==> src/rtl/eeprom_config_loader.sv <==
// Boot-time sequencer: reads the board ID and config bytes from the I2C EEPROM byte-read engine,
// with per-byte timeout/retry, error reporting, periodic rescan of a blank EEPROM and manual reload.
module eeprom_config_loader #(
    parameter int          NUM_BYTES     = 4,
    parameter logic [10:0] BASE_ADDR     = 11'h000,
    parameter int          POWERUP_DELAY = 1_600_000,
    parameter int          TIMEOUT       = 160_000,
    parameter int          MAX_RETRIES   = 3,
    parameter int          RESCAN_PERIOD = 16_000_000,
    localparam int         IW            = (NUM_BYTES > 1) ? $clog2(NUM_BYTES) : 1
) (
    input  logic          CLK,
    input  logic          reset_n,
    input  logic          start,
    output logic [10:0]   eeprom_addr,
    output logic          eeprom_read,
    input  logic [7:0]    eeprom_data,
    input  logic          eeprom_data_ready,
    output logic          cfg_we,
    output logic [IW-1:0] cfg_index,
    output logic [7:0]    cfg_data,
    output logic [7:0]    ID,
    output logic          busy,
    output logic          done,
    output logic          error
);

    localparam int CNT_MAX_A = (POWERUP_DELAY > TIMEOUT) ? POWERUP_DELAY : TIMEOUT;
    localparam int CNT_MAX   = (CNT_MAX_A > RESCAN_PERIOD) ? CNT_MAX_A : RESCAN_PERIOD;
    localparam int CW        = $clog2(CNT_MAX + 1);
    localparam int RW        = (MAX_RETRIES > 0) ? $clog2(MAX_RETRIES + 1) : 1;

    localparam logic [CW-1:0] CNT_ONE   = CW'(1);
    localparam logic [CW-1:0] PU_LAST   = CW'(POWERUP_DELAY - 1);
    localparam logic [CW-1:0] TO_LAST   = CW'(TIMEOUT - 1);
    localparam logic [CW-1:0] RS_LAST   = CW'(RESCAN_PERIOD - 1);
    localparam logic [IW-1:0] IDX_ONE   = IW'(1);
    localparam logic [IW-1:0] IDX_LAST  = IW'(NUM_BYTES - 1);
    localparam logic [RW-1:0] RTY_ONE   = RW'(1);
    localparam logic [RW-1:0] RTY_MAX   = RW'(MAX_RETRIES);

    typedef enum logic [2:0] {
        ST_POWERUP,
        ST_ISSUE,
        ST_WAIT,
        ST_STORE,
        ST_CHECK,
        ST_RESCAN,
        ST_DONE,
        ST_ERROR
    } state_t;

    state_t        state_q, state_d;
    logic [CW-1:0] cnt_q, cnt_d;
    logic [IW-1:0] idx_q, idx_d;
    logic [RW-1:0] retry_q, retry_d;
    logic [7:0]    id_q, id_d;
    logic [IW-1:0] cfgIndex_q, cfgIndex_d;
    logic [7:0]    cfgData_q, cfgData_d;

    always_ff @(posedge CLK) begin
        if (!reset_n) begin
            state_q    <= ST_POWERUP;
            cnt_q      <= '0;
            idx_q      <= '0;
            retry_q    <= '0;
            id_q       <= '0;
            cfgIndex_q <= '0;
            cfgData_q  <= '0;
        end else begin
            state_q    <= state_d;
            cnt_q      <= cnt_d;
            idx_q      <= idx_d;
            retry_q    <= retry_d;
            id_q       <= id_d;
            cfgIndex_q <= cfgIndex_d;
            cfgData_q  <= cfgData_d;
        end
    end

    // The ISSUE cycle is timer tick 0 of an attempt, so read pulses of retries are TIMEOUT apart;
    // likewise the CHECK cycle is the first tick of a rescan period.
    always_comb begin
        state_d    = state_q;
        cnt_d      = cnt_q;
        idx_d      = idx_q;
        retry_d    = retry_q;
        id_d       = id_q;
        cfgIndex_d = cfgIndex_q;
        cfgData_d  = cfgData_q;

        case (state_q)
            ST_POWERUP: begin
                if (cnt_q >= PU_LAST) begin
                    state_d = ST_ISSUE;
                    cnt_d   = '0;
                    idx_d   = '0;
                    retry_d = '0;
                end else begin
                    cnt_d = cnt_q + CNT_ONE;
                end
            end

            ST_ISSUE: begin
                state_d = ST_WAIT;
                cnt_d   = CNT_ONE;
            end

            ST_WAIT: begin
                if (eeprom_data_ready) begin
                    state_d = ST_STORE;
                    cnt_d   = '0;
                    if (idx_q == '0) begin
                        id_d = eeprom_data;
                    end else begin
                        cfgIndex_d = idx_q;
                        cfgData_d  = eeprom_data;
                    end
                end else if (cnt_q >= TO_LAST) begin
                    cnt_d = '0;
                    if (retry_q < RTY_MAX) begin
                        state_d = ST_ISSUE;
                        retry_d = retry_q + RTY_ONE;
                    end else begin
                        state_d = ST_ERROR;
                    end
                end else begin
                    cnt_d = cnt_q + CNT_ONE;
                end
            end

            ST_STORE: begin
                cnt_d = '0;
                if (idx_q == IDX_LAST) begin
                    state_d = ST_CHECK;
                end else begin
                    state_d = ST_ISSUE;
                    idx_d   = idx_q + IDX_ONE;
                    retry_d = '0;
                end
            end

            ST_CHECK: begin
                if (id_q != 8'h00) begin
                    state_d = ST_DONE;
                    cnt_d   = '0;
                end else begin
                    state_d = ST_RESCAN;
                    cnt_d   = CNT_ONE;
                end
            end

            ST_RESCAN: begin
                if (cnt_q >= RS_LAST) begin
                    state_d = ST_ISSUE;
                    cnt_d   = '0;
                    idx_d   = '0;
                    retry_d = '0;
                end else begin
                    cnt_d = cnt_q + CNT_ONE;
                end
            end

            ST_DONE, ST_ERROR: begin
                cnt_d = '0;
                if (start) begin
                    state_d = ST_ISSUE;
                    idx_d   = '0;
                    retry_d = '0;
                end
            end

            default: begin
                state_d = ST_POWERUP;
                cnt_d   = '0;
            end
        endcase
    end

    assign eeprom_addr = BASE_ADDR + 11'(idx_q);
    assign eeprom_read = (state_q == ST_ISSUE);
    assign cfg_we      = (state_q == ST_STORE) && (idx_q != '0);
    assign cfg_index   = cfgIndex_q;
    assign cfg_data    = cfgData_q;
    assign ID          = id_q;
    assign done        = (state_q == ST_DONE);
    assign error       = (state_q == ST_ERROR);
    assign busy        = (state_q != ST_DONE) && (state_q != ST_ERROR);

endmodule

==> config.mk <==
export PLATFORM = sky130hd
export DESIGN_NAME = eeprom_config_loader
export DESIGN_NICKNAME = d
export VERILOG_FILES = /design/src/rtl/eeprom_config_loader.sv
export SDC_FILE = /design/constraint.sdc
export NUM_CORES = 1
export LEC_CHECK = 0
export CAP_MARGIN = 10
export CORE_UTILIZATION = 25
export DETAILED_ROUTE_END_ITERATION = 16
export GPL_ROUTABILITY_DRIVEN = 0
export HOLD_SLACK_MARGIN = 0.15
export PLACE_DENSITY = 0.4
export SLEW_MARGIN = 10
export SYNTH_ARGS = -nofsm -noshare
export SYNTH_HDL_FRONTEND = slang
export SYNTH_SLANG_ARGS = --single-unit
==> constraint.sdc <==
create_clock -name CLK -period 5.1 [get_ports CLK]
set_input_delay 1.02 -clock CLK [delete_from_list [all_inputs] [get_ports CLK]]
set_output_delay 1.02 -clock CLK [all_outputs]
set_load 0.02 [all_outputs]
==> results of run 1 <==
cell usage in the layout (no fill, tap or decap), drive strengths merged, types with 2 or more instances in the layout:
master	instances
dfxtp	49
clkdlybuf4s50	36
nor2	36
mux2i	22
nor2b	22
nand2	18
nand3	15
xnor2	11
nor3	11
inv	10
nand4	9
conb	9
xor2	8
a21oi	8
o21ai	8
clkbuf	5
nor3b	4
nor4	4
ha	4
and3	4
nand3b	3
or3	3
clkinvlp	3
a31oi	2
a311oi	2
cell usage after synthesis, types with 2 or more instances:
master,n
clkbuf_1,7
or3_1,3
nand3_1,15
nand4_1,9
xor2_1,8
dfxtp_1,49
mux2i_1,22
nand2_1,18
nor4_1,4
buf_2,2
a31oi_1,2
nor2b_1,22
nand3b_1,3
inv_1,10
xnor2_1,11
buf_4,9
a21oi_1,8
nor3b_1,4
nor2_1,35
ha_1,4
nor3_1,10
o21ai_0,7
and3_1,3
tightest hold or removal path: cells and delay by family, from the launching register on:
kind             cells  cell delay (ns)
AND/OR/NAND/NOR      1             0.05
flip-flops           1             0.32
multiplexers         1             0.05
flip-flops by register name, summed over array words and instances, names as in the netlist:
| name | cells |
|---|---|
| cnt_q | 24 |
| ID | 8 |
| cfg_data | 8 |
| state_q | 3 |
| cfg_index | 2 |
| idx_q | 2 |
| retry_q | 2 |
power breakdown:
part           switching, mW  internal, mW  total (mW)  leakage [nW]
sequential           0.00197         0.384       0.386         0.395
combinational         0.0171        0.0133      0.0303         0.615
clock                  0.139        0.0965       0.236        0.0364
total                  0.158         0.494       0.653          1.05
per-stage QoR:
step	std cells	power (mW)	hold slack (ns)	worst slack, ns	cell area [sq um]
after floorplan	298	0.418	0.442	2.75	2550
after global placement	448	0.426	0.450	2.17	2970
after detailed placement	448	0.426	0.458	2.18	2970
after CTS	456	0.671	0.473	1.93	3060
after global routing	456	0.690	0.504	1.76	3060
final	456	0.653	0.468	1.97	3060
area by class of cell:
type                            instances  area [sq um]  share of cell area
Multi-Input combinational cell        219          1420               0.463
Sequential cell                        49           981               0.321
Timing Repair Buffer                   37           368               0.120
Tap cell                              133           166              0.0544
Clock buffer                            5          68.8              0.0225
Inverter                               10          37.5              0.0123
Clock inverter                          3          22.5             0.00736
worst max-delay path by stage:
| stage | start | to | slack, ns | cells past startpoint |
|---|---|---|---|---|
| 3_3_place_gp | reset_n | cnt_q[4] | 2.17 | 4 |
| 5_1_grt | state_q[0] | cfg_we | 1.76 | 4 |
| 2_1_floorplan | state_q[0] | eeprom_read | 2.75 | 3 |
| 6_report | state_q[0] | cfg_we | 1.97 | 4 |
| 3_5_place_dp | reset_n | cnt_q[8] | 2.18 | 4 |
| 4_1_cts | state_q[0] | eeprom_read | 1.93 | 3 |
routing by layer:
metal / share of wire / vias to the layer above / GRT usage / routed length, um
li1: - / 1054 / - / -
met1: 0.49 / 931 / 0.158 / 2880
met2: 0.45 / 43 / 0.192 / 2620
met3: 0.056 / 4 / 0.0369 / 326
met4: 0.0060 / 0 / 0.0319 / 35
met5: 0 / - / 0 / 0
cells by family (layout without fill, tap and decap cells):
| group | count (synthesis) | in the layout | share of synthesized area |
|---|---|---|---|
| simple gates | 134 | 134 | 0.280 |
| xor+xnor | 19 | 19 | 0.0661 |
| flops | 49 | 49 | 0.390 |
| other cells | 1 | 9 | 0.00149 |
| mux | 22 | 22 | 0.0875 |
| fa+ha+maj | 4 | 4 | 0.0199 |
| compound gates | 31 | 31 | 0.0955 |
| buf+inv | 30 | 55 | 0.0597 |
==> impl_metrics.ini, run 1 <==
[synth]
yosysSeqAreaShare = 0.390
syn_avg_cell_area_sq_um = 8.68
synth_area_leaders = dfxtp_1, mux2i_1, nor2b_1, nor2_1, xnor2_1
async_reset_ff_frac = 0
yosys_warnings = 0
ys_seq_elements = 49
yosysTopAreaCell = dfxtp_1
synth-edff-count = 0
synth_cell_type_count = 48
synth_area_sq_mm = 0.00252
synthCells = 290
ys.flop_type = dfxtp_1
synth_top_area_share = 0.390

[sta]
fin_worst_skew_ns = 0.0117
min_period_ns = 3.13
post-route-period-util = 0.613
max_freq_mhz = 320
setup_tns_ns = 0
rsz0062_at_grt = no
tightest_slew_ns = 0.996
hold_viol = 0
maxSlewViolCount = 0
finalSetupViolations = 0
max_slew_margin = 0.334

[routing]
vias_per_cell = 4.46
route.detailed.drc = 0
dr.pass1.iters = 4
drt_iter0_drc = 37
postRouteAntennaNets = 0
post_drt_wl_per_cell_um = 12.8
vias = 2032
postRouteWirelength_mm = 5.86

[critical_path]
critPathArrivalTime_ns = 2.11
path_delay_family = flip-flops
critPathKind = flip-flop to output port
path_max_fanout = 16
r2r_end = cnt_q[8]
start_kind = flip-flop
r2r-start = state_q[1]
slowest_stage = dfxtp_1
slowest_delay_ns = 0.62
worstPathBufferInverterCount = 1
required_ns = 4.08
end_kind = output port
r2r_cells = 7
crit_chain = nor2b_1, nand2_1, nor2_1, clkdlybuf4s50_1
r2r_setup_slack_ns = 2.51

[cells_and_area]
finish.utilization = 0.313
layout-drive-gt1-share = 0.0526
area_delta_synth_final_pct = 21.6
finalNetCount = 338
antennaDiodeCount = 0
fillers = 1086

[power_and_ir_drop]
max-vdd-ir-drop_mv = 0.0879
p_leak_nw = 1.05
powerDensity_mw_per_mm2 = 213

[flow_run]
maxCapViolCount = 0

[place]
dp_hpwl_mm = 4.23
portBuffers = 36

[min_path]
holdPathEnd = retry_q[1]
hp-start = retry_q[1]
holdPathStages = 2
hold_path.class = flip-flop to flip-flop

[global_route]
grt_overflow = 0
grt_pass1_vias = 1969
track_usage = 0.121
antenna_found_initial = 0
grt_pass1_wl_mm = 9.80
grt_max_degree = 32

[clock_tree]
post_cts_resized = 0
ctsHoldBuffers = 0
cts.sinks = 49
insertion_delay_ns = 0.30
htreeDepth = 2
cts_made_buffers = 5
path_clk_slew_ns = 0.10
cts_tree = built
cts_setup_buffers = 0
clockRootBuffer = clkbuf_8
cts_buffer_depth = 2

[die]
pin_count = 46
fp.dieW_um = 102
rows = 36
die_area_sq_mm = 0.0105
coreArea_sq_mm = 0.00977
start_util = 0.257
dieHeight_um = 102

[run_status]
run_status = finished, final reports clean
No activity file was read; power rests on OpenSTA's default activity.
==> run 2: changes to the inputs <==
PLACE_DENSITY = 0.42   (was 0.4)
clock period = 2.82 ns   (was 5.1 ns; I/O delays follow)
==> impl_metrics.ini, run 2 (synthesis gave the netlist of run 1 again) <==
[cells_and_area]
antennaDiodeCount = 0
largest_reg_flops = 24
area_delta_synth_final_pct = 24.4
design_area_sq_mm = 0.00313
top_register = cnt_q
fillers = 1069
finalNetCount = 344
mostFrequentLayoutCell = dfxtp_1
final_cell_mix = dfxtp_1, clkdlybuf4s50_1, nor2_1
layout-drive-gt1-share = 0.0669

[die]
pin_count = 46
dieHeight_um = 102
coreArea_sq_mm = 0.00977
die_area_sq_mm = 0.0105
rows = 36
fp.dieW_um = 102
start_util = 0.257

[global_route]
grt_pass1_vias = 1950
grt_max_degree = 28
grt_overflow = 0
track_usage = 0.118
grt_pass1_wl_mm = 9.49
antenna_found_initial = 0

[critical_path]
critPathArrivalTime_ns = 1.97
end_kind = output port
start_kind = flip-flop
r2r-start = cnt_q[0]
path_max_fanout = 8
cp-startpoint = state_q[0]
critPathKind = flip-flop to output port
required_ns = 2.26

[clock_tree]
ctsHoldBuffers = 0
cts_buffer_depth = 2
cts_made_buffers = 5
insertion_delay_ns = 0.30
clockRootBuffer = clkbuf_8
path_clk_slew_ns = 0.09
cts_tree = built
post_cts_resized = 0
cts.sinks = 49
htreeDepth = 2
cts_setup_buffers = 0

[power_and_ir_drop]
max-vdd-ir-drop_mv = 0.169
powerDensity_mw_per_mm2 = 411
p_leak_nw = 1.10

[sta]
hold_viol = 0
setup_tns_ns = 0
setup_ws_ns = 0.290
min_period_ns = 2.53
holdWs_ns = 0.476
tightest_slew_ns = 0.563
max_freq_mhz = 395
finalSetupViolations = 0
fin_worst_skew_ns = 0.0111
rsz0062_at_grt = no
max_slew_margin = 0.623
maxSlewViolCount = 0
post-route-period-util = 0.897

[routing]
vias_per_cell = 4.42
postRouteWirelength_mm = 5.76
drt_iter0_drc = 46
dr.pass1.iters = 4
route.detailed.drc = 0
vias = 2042
postRouteAntennaNets = 0
post_drt_wl_per_cell_um = 12.5

[place]
portBuffers = 36
dp_hpwl_mm = 4.17
pre_cts_ws_ns = 0.555
placed_area_sq_mm = 0.00301

[min_path]
hp-start = retry_q[1]
hold_path.class = flip-flop to flip-flop

[flow_run]
maxCapViolCount = 0

[run_status]
run_status = finished, final reports clean
[run 2: cell count changes in the layout (fill, tap and decap cells not counted)]
cell / delta
buf_4: +6
bufinv_16: +1
clkbuf_1: +1
clkbuf_8: +1
clkinvlp_4: -3
[run 2: metal layers]
layer	vias up	GRT usage	share of wire	wire (um)
met5	-	0	0	0
met4	0	0.0330	0.0042	24
met3	2	0.0383	0.050	288
met2	39	0.192	0.45	2620
met1	941	0.148	0.49	2830
li1	1060	-	-	-
[run 2: worst paths after layout]
kind	to	slack (ns)	cells past startpoint
max	eeprom_read	0.29	3
min	retry_q[1]	0.48	2
max reg2reg	retry_q[0]	0.54	7
min reg2reg	retry_q[1]	0.48	2
[run 2: where the power goes]
part | leakage [nW] | switching, mW | internal (mW)
clock network | 0.0585 | 0.240 | 0.290
logic | 0.647 | 0.0313 | 0.0255
registers | 0.395 | 0.00346 | 0.695
total | 1.10 | 0.275 | 1.01
[run 2: through the flow]
step	power, mW	util	cells
after CTS	1.31	0.320	462
after floorplan	0.755	-	298
after global routing	1.34	0.320	462
after detailed placement	0.773	0.308	454
final	1.29	0.320	462
after global placement	0.773	0.308	454
[run 2: critical path: stages (launching register included)]
cell	delay, ns
dfxtp_1	0.45
nor2b_1	0.40
nor2b_1	0.19
clkdlybuf4s50_1	0.62
[run 2: final cells by class]
class / instances / area [sq um] / area share
Clock buffer: 7 / 86.3 / 0.0276
Clock inverter: 1 / 30.0 / 0.00960
Inverter: 10 / 37.5 / 0.0120
Multi-Input combinational cell: 219 / 1420 / 0.452
Sequential cell: 49 / 981 / 0.313
Tap cell: 133 / 166 / 0.0532
Timing Repair Buffer: 43 / 413 / 0.132
